### src/rtl/fwd_scoreboard.sv
// Forwarding/load-use hazard unit: tracks in-flight dest tags, selects EX operand sources, stalls ID on load-use.
// Latency: tag accepted at edge t sits in EX in cycle t+1 and in S[k] in cycle t+1+k; fwd_sel_o is registered-state only.
// Backpressure: stall_o holds PC and IF/ID and injects a bubble into EX; flush_i squashes only the entry entering EX.
//
// Ports:
//   clk_i, rst_i                 clock, synchronous active-high reset
//   id_valid_i / id_rd_addr_i / id_regwrite_i / id_memread_i   ID instruction tags
//   id_rs_addr_i, id_rs_used_i   ID source operands, operand j at [j*ADDR_W +: ADDR_W]
//   flush_i                      squash the instruction entering EX
//   stall_o                      load-use stall for ID (combinational)
//   fwd_sel_o                    per-operand select, 0 = register file, k = stage k result
//   stall_cnt_o                  saturating stall counter, present only with FWD_STALL_CNT_EN
module fwd_scoreboard #(
  parameter int ADDR_W     = 5,
  parameter int NUM_SRC    = 2,
  parameter int DEPTH      = 2,
  parameter int LOAD_STAGE = 2,
  localparam int SEL_W     = $clog2(DEPTH + 1)
) (
  input  logic                       clk_i,
  input  logic                       rst_i,
  input  logic                       id_valid_i,
  input  logic [ADDR_W-1:0]          id_rd_addr_i,
  input  logic                       id_regwrite_i,
  input  logic                       id_memread_i,
  input  logic [NUM_SRC*ADDR_W-1:0]  id_rs_addr_i,
  input  logic [NUM_SRC-1:0]         id_rs_used_i,
  input  logic                       flush_i,
`ifdef FWD_STALL_CNT_EN
  output logic [31:0]                stall_cnt_o,
`endif
  output logic                       stall_o,
  output logic [NUM_SRC*SEL_W-1:0]   fwd_sel_o
);

  // Entry 0 is EX, entries 1..DEPTH are the producer stages behind it.
  logic [DEPTH:0]             ent_valid_q, ent_valid_d;
  logic [DEPTH:0]             ent_regwrite_q, ent_regwrite_d;
  logic [DEPTH:0]             ent_memread_q, ent_memread_d;
  logic [DEPTH:0][ADDR_W-1:0] ent_rd_q, ent_rd_d;

  // Source tags only matter while the instruction is in EX.
  logic [NUM_SRC*ADDR_W-1:0]  ex_rs_q, ex_rs_d;
  logic [NUM_SRC-1:0]         ex_used_q, ex_used_d;

  logic [ADDR_W-1:0]          rs_fwd;
  logic [ADDR_W-1:0]          rs_id;
  logic                       accept;

  // Not every stage's load flag feeds the stall check; the full field is kept so the tag pipeline stays uniform.
  logic                       unused_memread;
  assign unused_memread = ^ent_memread_q;

  function automatic logic wr_match(input logic v, input logic rw,
                                    input logic [ADDR_W-1:0] rd,
                                    input logic [ADDR_W-1:0] a);
    return v && rw && (rd != '0) && (rd == a);
  endfunction

  // Load-use stall: a pending load still too young to forward its data.
  always_comb begin
    stall_o = 1'b0;
    rs_id   = '0;
    if (id_valid_i) begin
      for (int j = 0; j < NUM_SRC; j++) begin
        rs_id = id_rs_addr_i[j*ADDR_W +: ADDR_W];
        if (id_rs_used_i[j] && (rs_id != '0)) begin
          for (int k = 0; k <= LOAD_STAGE - 2; k++) begin
            if (ent_memread_q[k] &&
                wr_match(ent_valid_q[k], ent_regwrite_q[k], ent_rd_q[k], rs_id))
              stall_o = 1'b1;
          end
        end
      end
    end
  end

  // Forward select: scan oldest to youngest so the youngest producer overwrites.
  always_comb begin
    fwd_sel_o = '0;
    rs_fwd    = '0;
    for (int j = 0; j < NUM_SRC; j++) begin
      rs_fwd = ex_rs_q[j*ADDR_W +: ADDR_W];
      if (ex_used_q[j] && (rs_fwd != '0)) begin
        for (int k = DEPTH; k >= 1; k--) begin
          if (wr_match(ent_valid_q[k], ent_regwrite_q[k], ent_rd_q[k], rs_fwd))
            fwd_sel_o[j*SEL_W +: SEL_W] = SEL_W'(k);
        end
      end
    end
  end

  // Tag pipeline advance; a stalled or flushed ID slot becomes a bubble in EX.
  always_comb begin
    accept         = id_valid_i && !stall_o && !flush_i;
    ent_valid_d    = '0;
    ent_regwrite_d = '0;
    ent_memread_d  = '0;
    ent_rd_d       = '0;
    ex_rs_d        = '0;
    ex_used_d      = '0;
    for (int k = 1; k <= DEPTH; k++) begin
      ent_valid_d[k]    = ent_valid_q[k-1];
      ent_regwrite_d[k] = ent_regwrite_q[k-1];
      ent_memread_d[k]  = ent_memread_q[k-1];
      ent_rd_d[k]       = ent_rd_q[k-1];
    end
    if (accept) begin
      ent_valid_d[0]    = 1'b1;
      ent_regwrite_d[0] = id_regwrite_i;
      ent_memread_d[0]  = id_memread_i;
      ent_rd_d[0]       = id_rd_addr_i;
      ex_rs_d           = id_rs_addr_i;
      ex_used_d         = id_rs_used_i;
    end
  end

  always_ff @(posedge clk_i) begin
    if (rst_i) begin
      ent_valid_q    <= '0;
      ent_regwrite_q <= '0;
      ent_memread_q  <= '0;
      ent_rd_q       <= '0;
      ex_rs_q        <= '0;
      ex_used_q      <= '0;
    end else begin
      ent_valid_q    <= ent_valid_d;
      ent_regwrite_q <= ent_regwrite_d;
      ent_memread_q  <= ent_memread_d;
      ent_rd_q       <= ent_rd_d;
      ex_rs_q        <= ex_rs_d;
      ex_used_q      <= ex_used_d;
    end
  end

`ifdef FWD_STALL_CNT_EN
  logic [31:0] stall_cnt_q, stall_cnt_d;

  // Saturates rather than wrapping so a long run never reads as few stalls.
  always_comb begin
    stall_cnt_d = stall_cnt_q;
    if (stall_o && (stall_cnt_q != 32'hFFFF_FFFF))
      stall_cnt_d = stall_cnt_q + 32'd1;
  end

  always_ff @(posedge clk_i) begin
    if (rst_i) stall_cnt_q <= '0;
    else       stall_cnt_q <= stall_cnt_d;
  end

  assign stall_cnt_o = stall_cnt_q;
`endif

endmodule

### config.mk
export PLATFORM = sky130hd
export DESIGN_NAME = fwd_scoreboard
export DESIGN_NICKNAME = d
export VERILOG_FILES = /design/src/rtl/fwd_scoreboard.sv
export SDC_FILE = /design/constraint.sdc
export NUM_CORES = 1
export LEC_CHECK = 0
export BUFFER_PORTS_ARGS = -buffer_cell sky130_fd_sc_hd__buf_2
export CAP_MARGIN = 5
export CORE_MARGIN = 2
export CORE_UTILIZATION = 50
export DETAILED_ROUTE_END_ITERATION = 6
export GPL_ROUTABILITY_DRIVEN = 0
export PLACE_DENSITY = 0.84
export SETUP_SLACK_MARGIN = 0.15
export SLEW_MARGIN = 30
export SYNTH_ARGS = -nofsm -noshare
export SYNTH_HDL_FRONTEND = slang
export SYNTH_SLANG_ARGS = --single-unit
### constraint.sdc
create_clock -name clk_i -period 3.8 [get_ports clk_i]
set_input_delay 0.57 -clock clk_i [delete_from_list [all_inputs] [get_ports clk_i]]
set_output_delay 0.57 -clock clk_i [all_outputs]
set_load 0.02 [all_outputs]
==> results.cfg <==
[status]
status = completed

[floorplan]
fp-row-count = 20
die_width_um = 60.5
die_area_mm2 = 0.00366
initial_core_util = 0.523
core_area_mm2 = 0.00305
dieHeight_um = 60.5
io_pins = 28

[power_and_ir_drop]
total_power_uw = 630
p_leak_nw = 0.866
power_density_mw_per_mm2 = 344
peakVddDrop_mv = 0.233

[sta]
fin_crit_sh = 0.685
setup_tns_ps = 0
finalSetupViolCount = 0
final-hold-violation-count = 0
final.setup_skew_ps = 6.56
rsz0062_at_grt = no
fmax_mhz = 384
slew_viol_final = 0
relSlewSlack = 0.404
min_period_ps = 2600
worst_slew_pin_slew_ps = 887

[global_routing]
grt_use_total = 0.198
grt_pass1_vias = 1143
grt_antenna_before_repair = 0
grt_max_degree = 21
gr-usage-met1 = 0.250
busiest_layer = met2
met3_usage = 0.0640
grt_pass1_wl_um = 5200
grt_overflow = 0
gr-usage-met2 = 0.315

[drt]
drc = 0
drtIter0Drc = 15
drt_pass1_iterations = 4
ant_nets = 0
vias = 1164
viasPerCell = 4.95
wirelength_um = 2990
wl_per_cell_um = 12.7

[cells_and_area]
layout.nets = 213
syn_to_final_growth_pct = 14.7
final.fill_count = 280
layout.cells.non_filler = 235
utilization = 0.600
drive_gt1_frac = 0.319
antenna_cells = 0

[synth]
synth.avg_cell_area_um2 = 9.91
synth_top_family_by_area = simple AND/OR/NAND/NOR gates
synthesis.instances = 161
ys_ff_latch = 34
synth-simple-area-share = 0.344
synth_area_leader_cell = dfxtp_1
synthesis.area_mm2 = 0.00160
yosysTopAreaCellShare = 0.427
synth_compound_area_frac = 0.0329
synth_cell_types = 25
yosysSeqAreaShare = 0.427
synth_xor_area_frac = 0.159
yosys_warnings = 0
muxShareOfSynthArea = 0
synth_fa_ha_area_frac = 0
syn-num-nets = 184
yosys-top-cells-area = dfxtp_1 43%, nor3_2 12%, xor2_1 8.2%

[worst_setup_path]
crit_path_start_kind = flip-flop
worst_ep_required_time_ps = 3230
critPathKind = flip-flop to primary output
crit_path_max_fanout = 4
end_kind = primary output
cp_data_arrival_time_ps = 2030

[clock_tree]
post_cts_buffers = 0
numCtsBuffers = 5
clock_latency_ps = 330
cts_max_level = 2
clockRootBuffer = clkbuf_4
clockBufferDepth = 2
ctsResizeCount = 0
cts_hold_buf = 0
cts_sinks = 34
cts_tree = done
clk_pin_slew_ps = 90

[hold_path]
hold_path_class = input pin to flip-flop

[run]
drv_cap = 0

[place]
place_hpwl_um = 2320
port_buffers = 27
dp.cells = 227
cells by family (layout without fill, tap and decap cells):
group,count (synthesis),in the layout
AO/OA/AOI/OAI,7,7
XOR/XNOR,29,29
buffers and inverters,8,38
flip-flops,34,34
AND/OR/NAND/NOR,83,83
critical path: stages (launching register included):
cell	delay, ps
dfxtp_1	350
or4_1	530
o211ai_1	210
nand4b_1	170
nor4b_1	230
buf_2	210
cells in the final DEF, fill, tap and decap left out, drive strengths merged:
| cell type | instances |
|---|---|
| dfxtp | 34 |
| buf | 29 |
| nor3 | 25 |
| nand2 | 24 |
| xor2 | 15 |
| xnor2 | 14 |
| nor2b | 14 |
| clkbuf | 7 |
| or4 | 5 |
| o21ai | 3 |
| o211ai | 2 |
| nand4b | 2 |
| nor2 | 2 |
| nand3 | 2 |
| nor4b | 2 |
| nor4 | 2 |
| or2 | 1 |
| nand4 | 1 |
| or3 | 1 |
| inv | 1 |
| o2111ai | 1 |
| a211oi | 1 |
| nor4bb | 1 |
| nor3b | 1 |
| clkinv | 1 |
registers in the layout, indices dropped and copies added, names as in the netlist:
signal          cells
ent_memread_q       1
ent_rd_d           10
ent_rd_q            5
ent_regwrite_q      3
ent_valid_q         3
ex_rs_q            10
ex_used_q           2
where the power goes:
| part | total [mW] | leakage (nW) | switching [mW] | internal (mW) |
|---|---|---|---|---|
| sequential | 0.373 | 0.276 | 0.00839 | 0.364 |
| clock | 0.203 | 0.0353 | 0.114 | 0.0896 |
| combinational | 0.0544 | 0.555 | 0.0264 | 0.0280 |
through the flow:
step / hold slack [ps] / instance area (um2) / setup WS [ps]
after floorplan: 438 / 1600 / 1370
after CTS: 449 / 1830 / 1170
final: 463 / 1830 / 1200
after global placement: 458 / 1760 / 1390
after detailed placement: 458 / 1770 / 1370
after global routing: 436 / 1830 / 1050
layout make-up:
cell class	count	area, um2	share of cell area
Clock buffer	7	55.1	0.0301
Tap cell	44	55.1	0.0301
Sequential cell	34	681	0.372
Timing Repair Buffer	29	150	0.0820
Clock inverter	1	5.00	0.00273
Inverter	1	3.75	0.00205
Multi-Input combinational cell	119	881	0.481
final timing paths:
path                     startpoint                 to  slack [ps]  cells past startpoint
setup reg to reg        ent_rd_d[7]        ent_rd_d[5]        1590                      5
hold / removal         id_memread_i   ent_memread_q[0]         460                      3
setup / recovery       ent_rd_d[13]       fwd_sel_o[1]        1200                      5
hold reg to reg   ent_regwrite_q[1]  ent_regwrite_q[2]         470                      1
cell usage after synthesis:
| library cell | instances |
|---|---|
| nor4bb_2 | 1 |
| nor3_1 | 6 |
| xor2_1 | 15 |
| o21ai_0 | 3 |
| xnor2_1 | 14 |
| nor4_1 | 2 |
| nand4_1 | 1 |
| o211ai_1 | 2 |
| or4_1 | 5 |
| a211oi_1 | 1 |
| or3_1 | 1 |
| nand3_1 | 2 |
| clkbuf_1 | 3 |
| or2_2 | 1 |
| dfxtp_1 | 34 |
| nor2b_1 | 14 |
| nor3b_2 | 1 |
| buf_6 | 4 |
| nor4b_1 | 2 |
| nor2_1 | 2 |
| nand4b_1 | 2 |
| inv_1 | 1 |
| o2111ai_2 | 1 |
| nor3_2 | 19 |
| nand2_1 | 24 |
metal layers:
| layer | up-vias | wire length [um] |
|---|---|---|
| li1 | 605 | - |
| met1 | 519 | 1370 |
| met2 | 32 | 1390 |
| met3 | 8 | 149 |
| met4 | 0 | 76 |
| met5 | - | 0 |
(Power assumes the default switching activity.)
